===== src/rtl/io_bidir_multichannel_bel_pkg.sv =====
// rtl/io_bidir_multichannel_bel_pkg.sv - shared config-field layout and mode enums for the multichannel IO BEL
package io_bel_pkg;

   // Width of one channel's config field in ConfigBits; fixed by the tile config frame layout.
   localparam int CFG_PER_CH  = 6;

   // Bit positions inside a channel's config field.
   localparam int OUT_REG     = 0;
   localparam int T_REG       = 1;
   localparam int T_MODE_LSB  = 2;
   localparam int IN_MODE_LSB = 4;

   // Tristate function applied to T before the optional tristate flop.
   typedef enum logic [1:0] {
      T_PASS  = 2'b00,
      T_DRIVE = 2'b01,
      T_HIZ   = 2'b10,
      T_INV   = 2'b11
   } t_mode_e;

   // Source of O towards the fabric.
   typedef enum logic [1:0] {
      IN_COMB = 2'b00,
      IN_REG  = 2'b01,
      IN_FILT = 2'b10,
      IN_OFF  = 2'b11
   } in_mode_e;

endpackage


===== src/rtl/io_bidir_multichannel_bel_if.sv =====
// rtl/io_bidir_multichannel_bel_if.sv - fabric/pad signal bundle of W pad channels
interface io_bel_if #(
   parameter int W = 1
);
   // Fabric side: i/t go towards the pad, o/q come back from it.
   logic [W-1:0] i;
   logic [W-1:0] t;
   logic [W-1:0] o;
   logic [W-1:0] q;
   // Pad side.
   logic [W-1:0] i_top;
   logic [W-1:0] t_top;
   logic [W-1:0] o_top;

   // master: whoever drives the fabric inputs and the pad input (switch matrix / pad model).
   modport master (
      output i, t, o_top,
      input  o, q, i_top, t_top
   );

   // slave: the BEL channel.
   modport slave (
      input  i, t, o_top,
      output o, q, i_top, t_top
   );
endinterface


===== src/rtl/io_bidir_multichannel_bel_channel.sv =====
// rtl/io_bidir_multichannel_bel_channel.sv - one pad channel: output/tristate paths, input select, glitch filter; optional IO_BEL_SYNC_EN synchroniser
module io_bel_channel
   import io_bel_pkg::*;
#(
   parameter int FILT_LEN = 4
)(
   input  logic                  clk_i,
   input  logic                  rst_i,
   input  logic [CFG_PER_CH-1:0] cfg_i,
   io_bel_if.slave               pad
);

   // Counter must hold values up to FILT_LEN-1; clog2(FILT_LEN+1) keeps FILT_LEN=1 at one bit.
   localparam int CNT_W = $clog2(FILT_LEN + 1);

   t_mode_e    t_mode;
   in_mode_e   in_mode;

   logic       sample;        // pad value seen by Q, registered mode and the filter
   logic       t_fn;          // tristate after the T-mode function, before the optional flop
   logic       o_sel;

   logic       i_top_q;
   logic       t_top_q;
   logic       q_q;
   logic       f_q, f_d;
   logic [CNT_W-1:0] c_q, c_d;

   assign t_mode  = t_mode_e'(cfg_i[T_MODE_LSB +: 2]);
   assign in_mode = in_mode_e'(cfg_i[IN_MODE_LSB +: 2]);

`ifdef IO_BEL_SYNC_EN
   logic sync1_q;
   logic sync2_q;

   // Two-flop synchroniser on the pad input; the comb input mode bypasses it.
   always_ff @(posedge clk_i) begin
      if (rst_i) begin
         sync1_q <= 1'b0;
         sync2_q <= 1'b0;
      end else begin
         sync1_q <= pad.o_top;
         sync2_q <= sync1_q;
      end
   end

   assign sample = sync2_q;
`else
   assign sample = pad.o_top;
`endif

   // Tristate function selected by t_mode.
   always_comb begin
      t_fn = pad.t;
      unique case (t_mode)
         T_PASS:  t_fn = pad.t;
         T_DRIVE: t_fn = 1'b0;
         T_HIZ:   t_fn = 1'b1;
         T_INV:   t_fn = ~pad.t;
      endcase
   end

   // Output-side flops; the tristate flop resets to hi-Z so the pad never drives out of reset.
   always_ff @(posedge clk_i) begin
      if (rst_i) begin
         i_top_q <= 1'b0;
         t_top_q <= 1'b1;
      end else begin
         i_top_q <= pad.i;
         t_top_q <= t_fn;
      end
   end

   assign pad.i_top = cfg_i[OUT_REG] ? i_top_q : pad.i;
   assign pad.t_top = cfg_i[T_REG]   ? t_top_q : t_fn;

   // Registered pad sample; runs in every mode and also serves the registered input mode.
   always_ff @(posedge clk_i) begin
      if (rst_i) begin
         q_q <= 1'b0;
      end else begin
         q_q <= sample;
      end
   end

   // Glitch filter next state: F only moves after FILT_LEN consecutive differing samples.
   always_comb begin
      f_d = f_q;
      c_d = c_q;
      if (sample == f_q) begin
         c_d = '0;
      end else if (c_q == CNT_W'(FILT_LEN - 1)) begin
         f_d = sample;
         c_d = '0;
      end else begin
         c_d = c_q + CNT_W'(1);
      end
   end

   // Glitch filter state; runs regardless of in_mode so switching into filtered mode uses a live F.
   always_ff @(posedge clk_i) begin
      if (rst_i) begin
         f_q <= 1'b0;
         c_q <= '0;
      end else begin
         f_q <= f_d;
         c_q <= c_d;
      end
   end

   // Input-mode selection towards the fabric.
   always_comb begin
      o_sel = 1'b0;
      unique case (in_mode)
         IN_COMB: o_sel = pad.o_top;
         IN_REG:  o_sel = q_q;
         IN_FILT: o_sel = f_q;
         IN_OFF:  o_sel = 1'b0;
      endcase
   end

   assign pad.o = o_sel;
   assign pad.q = q_q;

endmodule


===== src/rtl/io_bidir_multichannel_bel.sv =====
// rtl/io_bidir_multichannel_bel.sv - NUM_CH-channel bidirectional frame-config IO BEL top; optional IO_BEL_SYNC_EN
module io_bidir_multichannel_bel
   import io_bel_pkg::*;
#(
   parameter int NUM_CH   = 2,
   parameter int FILT_LEN = 4
)(
   input  logic                         UserCLK,
   input  logic                         UserRST,
   input  logic [NUM_CH-1:0]            I,
   input  logic [NUM_CH-1:0]            T,
   output logic [NUM_CH-1:0]            O,
   output logic [NUM_CH-1:0]            Q,
   output logic [NUM_CH-1:0]            I_top,
   output logic [NUM_CH-1:0]            T_top,
   input  logic [NUM_CH-1:0]            O_top,
   input  logic [NUM_CH*CFG_PER_CH-1:0] ConfigBits
);

   // One independent channel per pad; each gets its own slice of ConfigBits.
   for (genvar k = 0; k < NUM_CH; k++) begin : g_ch
      io_bel_if #(.W(1)) ch_if ();

      assign ch_if.i     = I[k];
      assign ch_if.t     = T[k];
      assign ch_if.o_top = O_top[k];

      assign O[k]     = ch_if.o;
      assign Q[k]     = ch_if.q;
      assign I_top[k] = ch_if.i_top;
      assign T_top[k] = ch_if.t_top;

      io_bel_channel #(
         .FILT_LEN (FILT_LEN)
      ) u_ch (
         .clk_i (UserCLK),
         .rst_i (UserRST),
         .cfg_i (ConfigBits[k*CFG_PER_CH +: CFG_PER_CH]),
         .pad   (ch_if.slave)
      );
   end

endmodule


===== config.mk =====
export PLATFORM = sky130hd
export DESIGN_NAME = io_bidir_multichannel_bel
export DESIGN_NICKNAME = d
export VERILOG_FILES = /design/src/rtl/io_bidir_multichannel_bel_pkg.sv /design/src/rtl/io_bidir_multichannel_bel_if.sv /design/src/rtl/io_bidir_multichannel_bel_channel.sv /design/src/rtl/io_bidir_multichannel_bel.sv
export SDC_FILE = /design/constraint.sdc
export NUM_CORES = 1
export LEC_CHECK = 0
export CORE_MARGIN = 8
export CORE_UTILIZATION = 40
export DETAILED_ROUTE_END_ITERATION = 7
export PLACE_DENSITY = 0.76
export SLEW_MARGIN = 20
export SYNTH_ARGS = -nofsm -noshare
export SYNTH_HDL_FRONTEND = slang
export SYNTH_SLANG_ARGS = --single-unit

===== constraint.sdc =====
create_clock -name UserCLK -period 1.6 [get_ports UserCLK]
set_clock_uncertainty 0.15 [all_clocks]
set_input_delay 0.32 -clock UserCLK [delete_from_list [all_inputs] [get_ports UserCLK]]
set_output_delay 0.32 -clock UserCLK [all_outputs]
set_load 0.005 [all_outputs]

# Word level (Yosys, flattened, before mapping)
# Cells that the tools add are included.
[word_totals] elab_cells=48 output_inout_bits=8 regBits=14
[op_classes] reduce_logical=8 n_mux=8 eq_ne=16 n_addsub=2 bitwise=4
[op_table] op="equality test 2 bit (second input constant)" count=8
[op_table] op="case mux 1 bit (4 select lines)" count=4
[op_table] op="equality test 2 x 1 -> 1 bit (second input constant)" count=4
[op_table] op="zero test 2 bit" count=4
[op_table] op="adder 3 x 1 -> 3 bit (second input constant)" count=2
[op_table] op="equality test 3 x 2 -> 1 bit (second input constant)" count=2
[op_table] op="OR reduction 3 bit" count=2
[op_table] op="two-way mux 1 bit" count=4
[op_table] op="NOT 1 bit" count=4
[op_table] op="AND reduction 2 bit" count=2
[op_table] op="equality test 1 bit" count=2

# Longest topological paths before layout
[logic_depth] ltp_word=3 ltp_mapped=4 ltp_nobuf=4

# Cells and area by module
# From an unflattened synthesis, not the netlist that was laid out.
[unflattened] cells_unflattened=64 hier_area_um2=658.1
[by_module_without_submodules] module="io_bel_channel" cells_each=28 area_each_um2=299.0 seq_area_each_um2=140.1 instances=2
[by_module_without_submodules] module="io_bidir_multichannel_bel" cells_each=8 area_each_um2=60.1 seq_area_each_um2=0.0 instances=1

# Worst setup path before layout
# OpenSTA, ideal clock, no wires.
[synth_timing] kind="input to output" from="input ConfigBits[0]" to="output I_top[0]" path_buffers=1 t_arrival_ns=0.749 required_time_ns=1.130 cell_stages=2 path_slack_ns=0.381 cell_sequence="mux2_2 -> buf_4"
[synth_between] elab_chain_len=1
[synth_rtl] item="from (decl)" line_no="io_bidir_multichannel_bel.sv:17" text="input logic [NUM_CH*CFG_PER_CH-1:0] ConfigBits"
[synth_rtl] item="two-way mux 1 bit" line_no="io_bidir_multichannel_bel_channel.sv:74" text="assign pad.i_top = cfg_i[OUT_REG] ? i_top_q : pad.i;"
[synth_rtl] item="to (decl)" line_no="io_bidir_multichannel_bel.sv:14" text="output logic [NUM_CH-1:0] I_top,"
# No other way between the ends.

# Worst setup path after layout
[layout_timing] from="input ConfigBits[4]" to="output O[0]"
[layout_between] elab_chain_len=2
[layout_rtl] item="equality test 2 bit, or another cell as far along" line_no="io_bidir_multichannel_bel_channel.sv:114" text="unique case (in_mode)"
[layout_rtl] item="case mux 1 bit (4 select lines) *" line_no="io_bidir_multichannel_bel_channel.sv:114"
[layout_rtl] item="to (decl)" line_no="io_bidir_multichannel_bel.sv:12" text="output logic [NUM_CH-1:0] O,"
# Mark *: on every way between the ends. The rest lies on a longest branch, timed or not.

==> summary.md <==
| Metric | Value |
|---|---|
| WP depth | 4 |
| Worst path bufs/invs | 2 |
| Syn Nets | 89 |
| Sw frac | 0.221 |
| Placed cell count | 105 |
| Final Power | 749 µW |
| Buffers inserted by post-CTS timing repair | 0 |
| Grt met3 use | 0.0472 |
| Initial antenna violation count | 0 |
| Reg2Reg Setup Slack | 300 ps |
| Most common cell after layout, fill and taps aside | dfxtp_1 |
| Cell family with most CP delay | buffers and inverters |
| Hold Path Origin | I[0] |
| Largest net degree at the start of global routing | 15 |
| Reg clk slew, reported paths | 80 ps |
| Clock Tree Buf Depth | 2 |
| Die width | 56.9 µm |
| Worst path cell trace | dlygate4sd2_1 > mux2i_1 > o22ai_2 > buf_2 |
| Vias in the first global route | 588 |
| Rows | 14 |
| Total track usage | 0.0908 |
| Slowest-stage cell, CP | dlygate4sd2_1 |
| Final hold vios | 0 |
| Worst-path fanout max | 2 |
| Total Wirelength | 1390 µm |
| CTS H-tree depth | 1 |
| Routed wire per std cell | 12.8 µm |
| Most used routing layer | met2 |
| Die area | 0.00324 mm² |
| DRT iter0 DRCs | 1 |
| Worst Hold Margin | 138 ps |
| Yosys Warn Count | 0 |
| Drt pass-1 iters | 2 |
| RSZ-0062 raised after global routing | false |
| Rel. slew slack | 0.781 |
| Sequential share of power | 0.493 |
| Max cap viols | 0 |
| Syn Area/Cell | 10.3 µm² |
| Most frequent cells in the layout | dfxtp_1 (13), dlygate4sd2_1 (11), dlymetal6s2s_1 (9) |
| I/O Pins | 28 |
| # DRC | 0 |
| Logic pwr share | 0.171 |
| VDD IR max | 0.000424 V |
| Achievable Freq | 0.654 GHz |
| Fin cells | 109 |
| R2R depth | 3 |
| PwrDens | 752 mW/mm² |
| FF-to-FF Start | g_ch[0].u_ch.c_q[0] |
| Arr. time, crit path | 1060 ps |
| Seq/Total Area, Yosys | 0.419 |
| Met2 Usage GRT | 0.166 |
| CTS tree | built |
| Outcome | complete, no violations |
| Post-synth cell types | 17 |
| DPL Wire Length | 1060 µm |
| Port bufs | 27 |
| Via count | 544 |
| Period utilization | 0.956 |
| Antenna-violating nets left | 0 |
| Number of clock sinks | 14 |
| Core footprint | 0.00154 mm² |
| First-pass GRT wire length | 2360 µm |
| Synthesized area | 669 µm² |
| CTS Hold Bufs | 0 |
| M1 GR Usage | 0.0765 |
| CP Class | input pin to output port |
| Leak pwr | 0.524 nW |
| Worst slew pin tran | 326 ps |
| Layout cells sized above 1 | 0.290 |
| Hold EP | g_ch[0].u_ch.i_top_q |
| Grt ovf | 0 |
| Post-synthesis register bit count | 14 |
| Root Driver | clkbuf_4 |
| Reg2reg end | g_ch[0].u_ch.c_q[0] |
| Layout area overhead | 48.8% |
| Clock power frac | 0.336 |
| Hold crit path type | input pin to flop |
| Gpl congestion | 0.641 |
| CP Capture Type | output port |
| Vias/cell | 4.99 |
| Largest stage delay on the critical path | 250 ps |
| Cts bufs inserted | 3 |
| Tmin final | 1530 ps |
| Cells after Synth | 65 |
| Final Max Tran Viols | 0 |
| Initial core utilization | 0.434 |
| Critical Path RT | 1130 ps |
| Setup violations, final | 0 |
| Setup crit start kind | input pin |
| NetSw | 165 µW |
| Clk_lat worst skew | 280 ps |
| Die span in y | 56.9 µm |
| Ant. Diodes | 0 |
| Hold Path Depth | 2 |
| Fin nets | 118 |
| Internal power | 584 µW |
==> logic make-up after synthesis <==
group | Yosys count | synth area share
XOR/XNOR | 2 | 0.0262
AO/OA/AOI/OAI | 4 | 0.0374
buffers and inverters | 13 | 0.129
AND/OR/NAND/NOR | 22 | 0.221
flip-flops | 14 | 0.419
multiplexers | 6 | 0.0935
adder cells (fa/ha/maj) | 4 | 0.0748
==> state kept, by name, summed over array words and instances (netlist names) <==
signal / count
g_ch.u_ch.i_top_q: 2
g_ch.u_ch.pad.q: 2
g_ch.u_ch.c_q: 6
g_ch.u_ch.t_top_q: 2
g_ch.u_ch.f_q: 2
==> per-layer routing <==
metal	vias up	wire length (µm)
met5	-	0
met4	0	17
met3	2	150
met2	26	672
met1	242	553
li1	274	-
==> layout make-up <==
cell class / count / area (µm²)
fill: 127 / 546
inverter: 4 / 15.0
multi-input combinational: 38 / 349
timing repair buffer: 33 / 294
tap: 16 / 20.0
sequential: 14 / 282
clock buffer: 4 / 36.3
==> worst max-delay path by stage <==
stage	startpoint	end	slack (ps)
finish	ConfigBits[4]	O[0]	70
global route	ConfigBits[4]	O[0]	10
CTS	g_ch[1].u_ch.pad.q	Q[1]	0.6
detailed placement	O_top[1]	O[1]	-500
global placement	O_top[1]	O[1]	-480
floorplan	ConfigBits[0]	I_top[0]	380
==> stage by stage <==
stage	utilization	worst slack (ps)	TNS [ps]	instance area [µm²]
after floorplan	-	381	0	669
after global routing	0.646	10.8	0	996
after CTS	0.626	0.576	0	965
after global placement	0.606	-478	-2630	933
after detailed placement	0.606	-498	-2700	933
final	0.646	70.8	0	996
==> power groups by stage <==
stage	clock network [mW]	logic, mW	registers [mW]
global placement	0	0.137	0.376
finish	0.252	0.128	0.369
CTS	0.256	0.132	0.369
floorplan	0	0.0647	0.375
global route	0.271	0.141	0.371
detailed placement	0	0.140	0.376
==> cell usage after synthesis, drive strengths merged <==
cell / count / share of area
o22ai: 2 / 0.019
mux2: 2 / 0.034
ha: 4 / 0.075
nor2: 2 / 0.011
inv: 4 / 0.022
nand2: 2 / 0.011
buf: 9 / 0.11
mux2i: 4 / 0.060
dfxtp: 14 / 0.42
nor4b: 2 / 0.045
nand2b: 4 / 0.037
xnor2: 2 / 0.026
nor4: 4 / 0.037
nand3b: 2 / 0.022
nor2b: 6 / 0.056
a31oi: 2 / 0.019
==> repair_timing <==
action                                  CTS  global route
gates cloned                              0             0
endpoints found under the setup margin    7             7
gates resized for setup                  42            11
pin swaps                                 3             3
Power figures use the tool's default switching activity.
